### src/rtl/fetch_queue.sv
// fetch_queue: sequential instruction prefetch FIFO with flush redirect; optional HLT stop under FQ_HALT_DETECT_EN
module fetch_queue #(
    parameter int DEPTH = 4,
    parameter int AW = 16,
    parameter int DW = 32
) (
    input  logic                     clk,
    input  logic                     rst_f,
    input  logic                     flush,
    input  logic [AW-1:0]            flush_addr,
    output logic [AW-1:0]            im_addr,
    input  logic [DW-1:0]            im_data,
    output logic [DW-1:0]            inst_out,
    output logic [AW-1:0]            inst_pc,
    output logic                     inst_valid,
    input  logic                     inst_pop,
`ifdef FQ_HALT_DETECT_EN
    output logic                     halted,
`endif
    output logic [$clog2(DEPTH):0]   count
);
    localparam int PW = $clog2(DEPTH);
    localparam int CW = PW + 1;
`ifdef FQ_HALT_DETECT_EN
    typedef enum logic [1:0] {RUN, STALL, HALT} state_t;
`else
    typedef enum logic {RUN, STALL} state_t;
`endif
    state_t state, state_n;
    logic [AW-1:0] addr_q [DEPTH];
    logic [DW-1:0] word_q [DEPTH];
    logic [PW-1:0] hd, tl;
    logic [AW-1:0] fptr;
    logic full, pop, push;
`ifdef FQ_HALT_DETECT_EN
    logic hlt_push;
    assign push     = !flush && state != HALT && (!full || pop);
    assign hlt_push = push && im_data[DW-1:DW-4] == 4'hF;
    assign halted   = state == HALT;
`else
    assign push     = !flush && (!full || pop);
`endif
    assign full       = count == CW'(DEPTH);
    assign inst_valid = count != '0;
    assign pop        = inst_pop && inst_valid;
    assign im_addr    = fptr;
    assign inst_out   = inst_valid ? word_q[hd] : '0;
    assign inst_pc    = inst_valid ? addr_q[hd] : '0;

    // Fetch FSM next state: flush always returns to RUN, a queued HLT parks fetching
    always_comb begin
        state_n = state;
        if (flush)
            state_n = RUN;
`ifdef FQ_HALT_DETECT_EN
        else if (hlt_push)
            state_n = HALT;
`endif
        else if (state == RUN && full && !pop)
            state_n = STALL;
        else if (state == STALL && pop)
            state_n = RUN;
    end

    // Fetch FSM state register
    always_ff @(posedge clk) begin
        if (rst_f)
            state <= RUN;
        else
            state <= state_n;
    end

    // Queue storage; entries are only visible through count, so no reset needed
    always_ff @(posedge clk) begin
        if (!rst_f && push) begin
            addr_q[tl] <= fptr;
            word_q[tl] <= im_data;
        end
    end

    // Pointers and occupancy; flush empties the queue and redirects fetch
    always_ff @(posedge clk) begin
        if (rst_f) begin
            fptr  <= '0;
            hd    <= '0;
            tl    <= '0;
            count <= '0;
        end else if (flush) begin
            fptr  <= flush_addr;
            hd    <= '0;
            tl    <= '0;
            count <= '0;
        end else begin
            if (push) begin
                tl   <= tl + PW'(1);
                fptr <= fptr + AW'(1);
            end
            if (pop)
                hd <= hd + PW'(1);
            count <= count + CW'(push) - CW'(pop);
        end
    end
endmodule

### config.mk
export PLATFORM = sky130hd
export DESIGN_NAME = fetch_queue
export DESIGN_NICKNAME = d
export VERILOG_FILES = /design/src/rtl/fetch_queue.sv
export SDC_FILE = /design/constraint.sdc
export NUM_CORES = 1
export LEC_CHECK = 0
export ABC_AREA = 0
export CAP_MARGIN = 0
export CORE_UTILIZATION = 50
export CTS_BUF_LIST = sky130_fd_sc_hd__clkbuf_8
export CTS_CLUSTER_SIZE = 20
export DETAILED_ROUTE_END_ITERATION = 10
export PLACE_DENSITY_LB_ADDON = 0.2
export SLEW_MARGIN = 15
export SYNTH_ARGS = -nofsm -noshare
export SYNTH_HDL_FRONTEND = slang
export SYNTH_SLANG_ARGS = --single-unit
### constraint.sdc
create_clock -name clk -period 3.1 [get_ports clk]
set_input_delay 0.93 -clock clk [delete_from_list [all_inputs] [get_ports clk]]
set_output_delay 0.93 -clock clk [all_outputs]
set_load 0.05 [all_outputs]
==> metrics <==
GRT overflow=0; pins over their slew limit=0; time the worst path needs with I/O delays and setup=between 2000 and 3000 ps; final worst-path setup slack=133 ps; Static Leakage=roughly 3.6 nW; flop and latch count out of synthesis=217; non-filler instance count after layout=853; MaxCap Viol Count=0; count of fill cells added during filler insertion=1,150; number of global-route vias before repair=4,975; CTS Sinks=217; Detailed Place HPWL=9.98 mm; area post-placement=~10,000 µm²; number of standard cells after synthesis=457; post-route design area=10,700 µm²; Post-Route WL=16.8 mm; source of the worst hold timing path=tl[1]$_SDFFE_PP0P_; post-CTS repair timing setup buffer count=0; sequential-to-total area share from yosys stat=73.4%; R2R Path Start=count[1]$_SDFF_PP0_; starting utilization of the core area=51.3%; number of gates given a new drive strength after cts=0; Place WS=-144 ps; vias after detailed routing=between 4,000 and 5,000; drc violations=0; root buf cell=sky130_fd_sc_hd__clkbuf_8; minimum setup slack among reg-to-reg paths=660 ps; TritonCTS clock tree=done; number of diodes added for antenna fixing=0; routability-driven placement congestion ratio=about 0.78; critical path endpoint category=output pin; number of antenna violations at the first check in global routing=0; fin crit share=95.7%; global-route wire length before repair=26.7 mm; top-level I/O count=120; utilization of the core after routing=64.3%; 1st-pass router iterations=5; total global routing track utilization=between 20% and 30%; placeable core area=16,600 µm²; Setup Crit Path Kind=reg2out; arrival time of the worst setup path=between 2000 and 2500 ps; routed wire length per instance=19.7 µm; hold-critical path depth=2; clock insertion delay at the later pin of the skew report=around 500 ps; required time at the worst-slack endpoint=2170 ps; number of levels in the clock H-tree=2; Die Y-Extent=133 µm; run status=finished clean; placed cell count=791; iteration-0 DRC count of the detailed router=around 260; RSZ-0062 raised after global routing=false; layout overhead on the synthesized area=25.3%; nets@finish=668; I/O Buffers=119; highest fanout seen on the critical path=52; transition time of the tightest slew-check pin=approximately 570 ps; number of different library cells in the post-synthesis netlist=34; post-synthesis instance area=around 8500 µm²; most common cell after layout, fill and taps aside=sky130_fd_sc_hd__edfxtp_1; total power per unit cell area=580 nW/µm²; vias per cell=5.49; cts bufs inserted=35; post-detailed-route count of antenna-violating nets=0; die area=17,600 µm²; share of cells above drive strength 1=between 20% and 30%; Max Freq=337 MHz; reg-to-reg critical path endpoint=count[2]$_SDFF_PP0_; normalized max-slew margin=between 60% and 70%; top library cells by usage in the layout, fill and taps aside=sky130_fd_sc_hd__edfxtp_1 (192), sky130_fd_sc_hd__clkdlybuf4s50_1 (70), sky130_fd_sc_hd__buf_4 (57), sky130_fd_sc_hd__and2_1 (50), sky130_fd_sc_hd__mux4_2 (48); class of the tightest hold or removal check=reg2reg; largest net degree at the start of global routing=53; die width=133 µm; post-route total power=6.21 mW; terminating pin of the worst hold path=tl[1]$_SDFFE_PP0P_; r2r worst-path depth=9; startpoint kind of the worst setup timing path=flop; syn_area_per_cell=18.7 µm²; Synthesis Warnings=0; final count of negative-setup-slack endpoints=0; VDD IR-drop max=between 0.4 and 0.5 mV; quantity of hold-fixing buffers added after cts=0; register clock-pin slew on the reported worst setup and hold paths=50 ps; syn_nets=516; floorplan row count=47; largest clock skew in the final design=21.9 ps; count of endpoints failing hold in the final timing report=0; maximum buffer depth of the clock tree=3
-- where the power goes --
part	leakage [nW]	switching [mW]	internal (mW)
Clock	0.360	1.03	1.10
Combinational	1.30	0.462	0.293
Sequential	1.96	0.0595	3.26
Total	3.62	1.55	4.66
-- cell families (layout without fill, tap and decap cells) --
logic type                 Yosys count  in the layout  synth area share, %
buffers and inverters               29            205                 1.35
xor gates and xnor gates            16             16                 1.64
adders and majority gates            7              7                 1.11
DFF                                217            217                 73.4
AOI/OAI and AO/OA                   21             21                 1.77
muxes                               48             48                 12.7
and+or+nand+nor                    119            119                 8.07
-- per-layer routing --
layer  up-vias  wire (µm)  GRT usage [%]
li1       2118          -              -
met1      2358       7150           27.1
met2       175       8240           33.0
met3        28       1090           3.91
met4         0        310           6.45
met5         -          0              0
-- how the worst max path moves through the flow --
| stage | to | from | slack (ps) |
|---|---|---|---|
| after global routing | inst_pc[1] | flop | 20 |
| after global placement | count[2]$_SDFF_PP0_ | inst_pop | -100 |
| final | inst_pc[1] | count[1]$_SDFF_PP0_ | 130 |
| after detailed placement | count[2]$_SDFF_PP0_ | inst_pop | -140 |
| after CTS | inst_pc[1] | count[0]$_SDFF_PP0_ | 10 |
| after floorplan | addr_q[0][0]$_DFFE_PP_ | rst_f | 110 |
-- critical path, stage by stage (launching register included) --
cell and delay [ps]:
sky130_fd_sc_hd__dfxtp_1 370, sky130_fd_sc_hd__or3_2 490, sky130_fd_sc_hd__buf_6 240, sky130_fd_sc_hd__and2_1 230
sky130_fd_sc_hd__buf_4 200
-- Yosys cell counts (all sizes together) --
master / instances / area (µm²)
nor4: 4 / 25.0
clkbuf: 18 / 67.6
dfxtp: 25 / 500
ha: 6 / 75.1
nor4b: 4 / 41.3
or4b: 1 / 10.0
fa: 1 / 20.0
mux4: 48 / 1080
nor2: 21 / 78.8
buf: 6 / 28.8
a21oi: 2 / 10.0
nand2: 12 / 45.0
inv: 5 / 18.8
nor3b: 1 / 7.51
a211oi: 11 / 82.6
o21ai: 2 / 10.0
or2: 2 / 12.5
xnor2: 10 / 87.6
edfxtp: 192 / 5770
nand3: 8 / 40.0
a311oi: 3 / 26.3
nor3: 3 / 15.0
and3: 4 / 25.0
or3: 2 / 12.5
and2: 50 / 313
or3b: 1 / 11.3
a31oi: 1 / 6.26
a31o: 1 / 8.76
nand4: 6 / 52.6
a21o: 1 / 7.51
xor2: 6 / 52.6
-- flip-flops by register name, summed over array words and instances (netlist names), named ones only --
name     flops
word_q     128
addr_q      64
count        3
im_addr     16
hd           2
tl           2
-- area by class of cell --
class	instances	area (µm²)	area share [%]
Clock buffer	37	509	4.76
Clock inverter	24	100	0.935
Inverter	5	18.8	0.175
Multi-Input combinational cell	211	2160	20.2
Sequential cell	217	6270	58.6
Tap cell	220	275	2.57
Timing Repair Buffer	139	1360	12.7
-- metrics by stage --
stage / hold slack, ps / TNS (ps)
6_report: 507 / 0
5_1_grt: 531 / 0
4_1_cts: 513 / 0
3_5_place_dp: 505 / -144
3_3_place_gp: 470 / -97.5
2_1_floorplan: 465 / 0
(Power assumes the default switching activity.)
